<file path="config.mk">
export PLATFORM = sky130hd
export DESIGN_NAME = uart_rx_fifo
export DESIGN_NICKNAME = d
export VERILOG_FILES = /design/src/rtl/uart_rx_fifo_pkg.sv /design/src/rtl/uart_rx_fifo_sync_fifo.sv /design/src/rtl/uart_rx_fifo.sv
export SDC_FILE = /design/constraint.sdc
export NUM_CORES = 1
export LEC_CHECK = 0
export CAP_MARGIN = 15
export CORE_AREA = 3 3 90 92
export DETAILED_ROUTE_END_ITERATION = 8
export DIE_AREA = 0 0 93 95
export GPL_TIMING_DRIVEN = 1
export HOLD_SLACK_MARGIN = 0.1
export PLACE_DENSITY = 0.67
export SYNTH_ARGS = -nofsm -noshare
export SYNTH_HDL_FRONTEND = slang
export SYNTH_SLANG_ARGS = --single-unit
</file>
<file path="constraint.sdc">
create_clock -name clk -period 3.5 [get_ports clk]
set_clock_uncertainty 0.2 [all_clocks]
set_input_delay 0.7 -clock clk [delete_from_list [all_inputs] [get_ports clk]]
set_output_delay 0.7 -clock clk [all_outputs]
set_load 0.02 [all_outputs]
</file>
<file path="src/rtl/uart_rx_fifo_pkg.sv">
// Shared definitions for the UART receiver: parity modes, FSM encoding and a
// constant-time clog2 usable in port and parameter widths.
package uart_rx_fifo_pkg;

    localparam int PARITY_NONE = 0;
    localparam int PARITY_ODD  = 1;
    localparam int PARITY_EVEN = 2;

    typedef enum logic [2:0] {
        ST_IDLE      = 3'd0,
        ST_START     = 3'd1,
        ST_DATA      = 3'd2,
        ST_PAR       = 3'd3,
        ST_STOP      = 3'd4,
        ST_WAIT_IDLE = 3'd5
    } rx_state_e;

    function automatic int clog2(input int value);
        int r;
        r = 0;
        for (int i = 0; i < 31; i++) begin
            if ((1 << i) < value) r = i + 1;
        end
        return r;
    endfunction

endpackage

</file>
<file path="src/rtl/uart_rx_fifo_sync_fifo.sv">
// Single-clock FIFO; a push while full is accepted only when a pop happens in
// the same cycle, and a pop while empty is ignored.
module sync_fifo
    import uart_rx_fifo_pkg::*;
#(
    parameter int WIDTH = 8,
    parameter int DEPTH = 4
) (
    input  logic                     clk,
    input  logic                     reset,
    input  logic                     push,
    input  logic                     pop,
    input  logic [WIDTH-1:0]         din,
    output logic [WIDTH-1:0]         dout,
    output logic                     full,
    output logic                     empty,
    output logic [clog2(DEPTH):0]    count
);

    localparam int AW = clog2(DEPTH);

    logic [WIDTH-1:0] mem [DEPTH];
    logic [AW-1:0]    wr_ptr;
    logic [AW-1:0]    rd_ptr;
    logic             do_push;
    logic             do_pop;

    assign empty   = (count == '0);
    assign full    = (count == (AW+1)'(DEPTH));
    assign do_pop  = pop & ~empty;
    assign do_push = push & (~full | do_pop);
    assign dout    = mem[rd_ptr];

    // Pointers are log2(DEPTH) wide, so they wrap modulo DEPTH on their own.
    always_ff @(posedge clk or negedge reset) begin
        if (!reset) begin
            wr_ptr <= '0;
            rd_ptr <= '0;
            count  <= '0;
            for (int i = 0; i < DEPTH; i++) mem[i] <= '0;
        end else begin
            if (do_push) begin
                mem[wr_ptr] <= din;
                wr_ptr      <= wr_ptr + 1'b1;
            end
            if (do_pop) rd_ptr <= rd_ptr + 1'b1;
            if (do_push && !do_pop)      count <= count + 1'b1;
            else if (do_pop && !do_push) count <= count - 1'b1;
        end
    end

endmodule

</file>
<file path="src/rtl/uart_rx_fifo.sv">
// UART receiver with majority-of-3 mid-bit sampling, optional parity, 1 or 2
// stop bits, and a receive FIFO drained by rd_en.
module uart_rx_fifo
    import uart_rx_fifo_pkg::*;
#(
    parameter int CLKS_PER_BIT = 64,
    parameter int DATA_BITS    = 8,
    parameter int PARITY       = 0,
    parameter int STOP_BITS    = 1,
    parameter int FIFO_DEPTH   = 4
) (
    input  logic                        clk,
    input  logic                        reset,
    input  logic                        UART_RX,
    input  logic                        rd_en,
    output logic [DATA_BITS-1:0]        rx_data,
    output logic                        rx_valid,
    output logic                        fifo_full,
    output logic [clog2(FIFO_DEPTH):0]  fifo_count,
    output logic                        parity_err,
    output logic                        frame_err,
    output logic                        overrun_err,
    output rx_state_e                   state_dbg
);

    localparam int CNT_W = clog2(CLKS_PER_BIT);
    localparam int IDX_W = clog2(DATA_BITS);
    localparam logic [CNT_W-1:0] SAMP0    = CNT_W'(CLKS_PER_BIT/2 - 1);
    localparam logic [CNT_W-1:0] SAMP1    = CNT_W'(CLKS_PER_BIT/2);
    localparam logic [CNT_W-1:0] DECIDE   = CNT_W'(CLKS_PER_BIT/2 + 1);
    localparam logic [CNT_W-1:0] CNT_LAST = CNT_W'(CLKS_PER_BIT - 1);

    rx_state_e             state, state_n;
    logic                  rx_meta, rx_s;
    logic [CNT_W-1:0]      cnt, cnt_n;
    logic [IDX_W-1:0]      bit_idx, bit_idx_n;
    logic                  stop_idx, stop_idx_n;
    logic [DATA_BITS-1:0]  shift, shift_n;
    logic                  par_bad, par_bad_n;
    logic                  stop_bad, stop_bad_n;
    logic                  s0, s1;
    logic                  sample_bit, decide, parity_exp, frame_now;
    logic                  push, perr_p, ferr_p, ovr_p;
    logic                  fifo_empty;

    assign state_dbg = state;

    // Synchroniser presets to idle-high so reset never looks like a start bit.
    always_ff @(posedge clk or negedge reset) begin
        if (!reset) begin
            rx_meta <= 1'b1;
            rx_s    <= 1'b1;
        end else begin
            rx_meta <= UART_RX;
            rx_s    <= rx_meta;
        end
    end

    assign sample_bit = (s0 & s1) | (s0 & rx_s) | (s1 & rx_s);
    assign decide     = (cnt == DECIDE);
    assign parity_exp = (PARITY == PARITY_ODD) ? ~(^shift) : ^shift;
    assign frame_now  = stop_bad | ~sample_bit;

    always_comb begin
        state_n    = state;
        cnt_n      = (cnt == CNT_LAST) ? '0 : cnt + 1'b1;
        bit_idx_n  = bit_idx;
        stop_idx_n = stop_idx;
        shift_n    = shift;
        par_bad_n  = par_bad;
        stop_bad_n = stop_bad;
        push       = 1'b0;
        perr_p     = 1'b0;
        ferr_p     = 1'b0;
        ovr_p      = 1'b0;
        case (state)
            ST_IDLE: begin
                cnt_n      = '0;
                par_bad_n  = 1'b0;
                stop_bad_n = 1'b0;
                if (!rx_s) state_n = ST_START;
            end
            ST_START: begin
                if (decide) begin
                    if (sample_bit) state_n = ST_IDLE;
                    else begin
                        state_n   = ST_DATA;
                        bit_idx_n = '0;
                    end
                end
            end
            ST_DATA: begin
                if (decide) begin
                    shift_n = {sample_bit, shift[DATA_BITS-1:1]};
                    if (bit_idx == IDX_W'(DATA_BITS - 1)) begin
                        state_n    = (PARITY != PARITY_NONE) ? ST_PAR : ST_STOP;
                        stop_idx_n = 1'b0;
                    end else begin
                        bit_idx_n = bit_idx + 1'b1;
                    end
                end
            end
            ST_PAR: begin
                if (decide) begin
                    par_bad_n  = (sample_bit != parity_exp);
                    state_n    = ST_STOP;
                    stop_idx_n = 1'b0;
                end
            end
            ST_STOP: begin
                if (decide) begin
                    if (stop_idx == 1'(STOP_BITS - 1)) begin
                        // Returning to IDLE at mid-stop lets a gapless next start bit be caught.
                        if (frame_now) begin
                            ferr_p  = 1'b1;
                            state_n = ST_WAIT_IDLE;
                        end else if (par_bad) begin
                            perr_p  = 1'b1;
                            state_n = ST_IDLE;
                        end else if (fifo_full && !rd_en) begin
                            ovr_p   = 1'b1;
                            state_n = ST_IDLE;
                        end else begin
                            push    = 1'b1;
                            state_n = ST_IDLE;
                        end
                    end else begin
                        stop_bad_n = frame_now;
                        stop_idx_n = 1'b1;
                    end
                end
            end
            ST_WAIT_IDLE: begin
                cnt_n = '0;
                if (rx_s) state_n = ST_IDLE;
            end
            default: state_n = ST_IDLE;
        endcase
    end

    always_ff @(posedge clk or negedge reset) begin
        if (!reset) begin
            state       <= ST_IDLE;
            cnt         <= '0;
            bit_idx     <= '0;
            stop_idx    <= 1'b0;
            shift       <= '0;
            par_bad     <= 1'b0;
            stop_bad    <= 1'b0;
            s0          <= 1'b1;
            s1          <= 1'b1;
            parity_err  <= 1'b0;
            frame_err   <= 1'b0;
            overrun_err <= 1'b0;
        end else begin
            state       <= state_n;
            cnt         <= cnt_n;
            bit_idx     <= bit_idx_n;
            stop_idx    <= stop_idx_n;
            shift       <= shift_n;
            par_bad     <= par_bad_n;
            stop_bad    <= stop_bad_n;
            if (cnt == SAMP0) s0 <= rx_s;
            if (cnt == SAMP1) s1 <= rx_s;
            parity_err  <= perr_p;
            frame_err   <= ferr_p;
            overrun_err <= ovr_p;
        end
    end

    sync_fifo #(
        .WIDTH (DATA_BITS),
        .DEPTH (FIFO_DEPTH)
    ) u_fifo (
        .clk   (clk),
        .reset (reset),
        .push  (push),
        .pop   (rd_en),
        .din   (shift),
        .dout  (rx_data),
        .full  (fifo_full),
        .empty (fifo_empty),
        .count (fifo_count)
    );

    assign rx_valid = ~fifo_empty;

endmodule
</file>
==> impl_summary.txt <==
----------------------------------------------------
[Power and ir drop]
  Proportion of power drawn by flip-flops and latches ... 43.7%
  P_sw ... 0.6885 mW
  Fraction of power consumed by the clock network ... 34.0%
  Switching share of total power ... 29.80%
  Total power density per cell area ... 596.4 nW/um^2
  Leak ... 1.745 nW
  Cell internal pwr ... 1.622 mW
  Combinational group share of total power ... 22.3%
  Max rail drop VDD ... 319.6 uV

[STA]
  Max Clock Freq ... 323.0 MHz
  Worst hold margin ... 161.7 ps
  Setup repair after global routing missed its margin ... false
  Final setup violation count ... 0
  Number of pins exceeding their max-slew limit in the final report ... 0
  Final hold violations ... 0
  Remaining max-slew budget at the tightest pin ... 51.99%
  Ratio of final minimum period to clock period ... 88.45%
  Final min period ... 3096 ps
  Total Negative Setup Slacks ... 0 ps
  Slew at the pin closest to its max-slew limit ... 714.7 ps

[Worst setup path]
  Top fanout value on the critical path ... 9
  Series of cell instances along the critical path ... mux4_2 -> clkdlybuf4s50_1
  Flop2flop setup slack ... 580 ps
  Type of the setup path with the least slack ... flop to primary output
  Crit start category ... flop
  Req. time, crit path ... 2600 ps
  Category of the worst setup path capture point ... primary output
  Slowest cell delay on critical path ... 710 ps
  CP delay by family, top ... flip-flops
  Sum of buffers and inverters on the critical path ... 1
  Crit path DAT ... 2200 ps
  Slowest cell on the critical path ... dfrtp_1

[Drt]
  Met2 WL ... 2.824 mm
  DRC violation count after routing ... 0
  Iteration-0 DRC count of the detailed router ... 66
  Number of vias per cell ... 5.139
  Metal-1 WL ... 2.585 mm
  Antenna Violating Nets Remaining ... 0
  Routed Wire Length ... 5.668 mm
  Detail Route met3 WL ... 192 microns
  Top Metal Used ... met4
  Mean routed wirelength per cell ... 15.40 microns
  Drt pass-1 iters ... 4
  Number of vias after detailed routing ... 1891

[Final layout]
  Ratio of cells with drive above 1 in the final layout ... 33.09%
  Final layout net count ... 279
  Commonest cells after routing, fill and taps aside ... 64 x dfrtp_1, 45 x mux2_2, 21 x clkdlybuf4s50_1, 13 x xnor2_1, 12 x nor2_1
  Most frequent standard cell in the layout excluding fill and tap cells ... dfrtp_1
  Final std cell area, no fill ... 3874 sq um
  Number of inserted filler cells in the final layout ... 653
  Inserted Diodes ... 0
  Area Overhead vs Synth ... 18.89%

[Clocking]
  Clock buffer depth ... 2
  Deepest level of the CTS H-tree ... 3
  Hold_buf cts ... 0
  Clock-pin slew on the worst setup and hold paths ... 80 ps
  Number of clock buffers inserted by TritonCTS ... 9
  Buffers inserted during post-CTS setup optimization ... 0
  Number of sinks driven by the clock tree ... 68
  Clock Latency Late Sink ... 340 ps
  CTS tree ... built
  Buffer cell driving the clock tree root ... clkbuf_8
  Number of resized instances in the post-cts repair step ... 0

[Die]
  I/O Pins ... 23
  Die X-Extent ... 93 microns
  Initial cell density of the core ... 44.68%
  Die extent in y ... 95 microns
  Row count ... 31
  Area enclosed by the die boundary ... 8835 sq um
  Core area ... 7292 sq um

[Synth]
  Average cell area after synthesis ... 13.98 sq um
  Post-Syn Nets ... 248
  Fraction of post-synthesis cell area in the top cell type by area ... 49.16%
  Top area cells in the synthesized netlist ... dfrtp_1 49%, mux2_2 16%, mux4_2 5.5%, ha_1 3.8%, xnor2_1 3.5%
  Synth warn ... 0
  Cell accounting for the most synthesized area ... dfrtp_1
  Cell area after synthesis ... 3258 sq um
  Proportion of synthesized chip area in sequential cells ... 52.38%
  Leading register cell type out of synthesis ... dfrtp_1
  FF+latch count, synth ... 68
  Post-Syn Instances ... 233
  Share of async-settable or async-resettable flops after synthesis ... 100.0%
  Number of enable-type register cells in the synthesized netlist ... 0
  Synth unique cells ... 42

[Place]
  Number of I/O port buffers ... 22
  HPWL after detailed placement ... 3.868 mm
  Final weighted congestion in routability-driven placement ... 0.7981
  Post-DP Area ... 3625 sq um

[Global route]
  Overall overflow remaining after global route ... 0
  Via count of the first global-routing pass ... 1960
  Maximum number of pins on one net before global-route repair ... 40
  Wire length of the first global-routing pass ... 9.804 mm
  Initial antenna violation count ... 0
  All-layer global routing usage ... 14.52%

[Job]
  Max-cap violation count ... 0

[Hold path]
  Path class of the lowest-slack min-delay path ... flop to flop

[Run status]
  Outcome ... complete, no violations

----------------------------------------------------
-- stage by stage --
stage / setup WS, ps / instances / utilization, % / power, mW
after global placement: 183.2 / 352 / 49.71 / 1.537
after detailed placement: 145.8 / 352 / 49.71 / 1.548
final: 404.4 / 368 / 53.12 / 2.310
after global routing: 269.7 / 368 / 53.12 / 2.438
after floorplan: 532.7 / 233 / - / 1.358
after CTS: 337.4 / 368 / 53.12 / 2.340
-- synth_stat cells, drive strengths merged (2+ instances only) --
library cell  number
xnor2             13
dfrtp             64
nor4b              2
nor2b              2
a22o               2
nor3               4
xor2               4
mux2              47
inv               10
nor2              12
nand3              3
o22ai              2
buf                2
nand2              9
nand4              2
clkbuf             6
dfstp              4
mux4               8
a31oi              2
ha                10
o21ai              3
nor4               6
-- worst reg2reg max path, delay by kind of cell, from the launching register on --
family / cells / cell delay, ps
fa+ha+maj: 2 / 620
xor+xnor: 2 / 310
buf+inv: 1 / 60
flops: 1 / 440
simple gates: 4 / 1230
-- per-layer routing --
metal  vias up  GRT usage [%]
li1        895              -
met1       952          18.93
met2        36          23.04
met3         8          4.542
met4         0          5.006
met5         -              0
-- worst paths after layout --
check,startpoint,end,cells past startpoint
max reg2reg,cnt[3],u_fifo.count[2],9
min reg2reg,rx_meta,rx_s,0
min,rx_meta,rx_s,0
max,u_fifo.rd_ptr[0],rx_data[5],2
min in group asynchronous,reset,u_fifo.mem[16],1
max in group asynchronous,reset,s1,2
-- layout make-up --
cell class | instances | area [sq um] | area share, %
clock buffers | 10 | 137.6 | 3.553
clock inverters | 6 | 111.4 | 2.875
inverters | 10 | 37.54 | 0.9690
multi-input cells | 147 | 1484 | 38.31
flip-flops and latches | 68 | 1707 | 44.06
well taps | 99 | 123.9 | 3.198
repair buffers | 28 | 272.8 | 7.041
-- power by group through the flow --
stage          Clock, mW  Combinational, mW  Sequential, mW
6_report           0.786              0.516            1.01
5_1_grt            0.837              0.568            1.03
4_1_cts            0.806              0.523            1.01
3_5_place_dp           0              0.520            1.03
3_3_place_gp           0              0.513            1.02
2_1_floorplan          0              0.390           0.968
-- sequential cells by signal, indices dropped and copies added (netlist names), 2 cells and up --
register       count
shift              8
state_dbg          3
bit_idx            3
cnt                6
u_fifo.rd_ptr      2
u_fifo.mem        32
u_fifo.count       3
u_fifo.wr_ptr      2
-- cells by family after synthesis --
kind of cell | share of synthesized area, %
xor gates and xnor gates | 5.261
muxes | 21.77
buffers and inverters | 2.074
DFF | 52.38
AOI/OAI and AO/OA | 3.533
adders and majority gates | 4.762
and+or+nand+nor | 10.22
No activity file was read; power rests on OpenSTA's default activity.
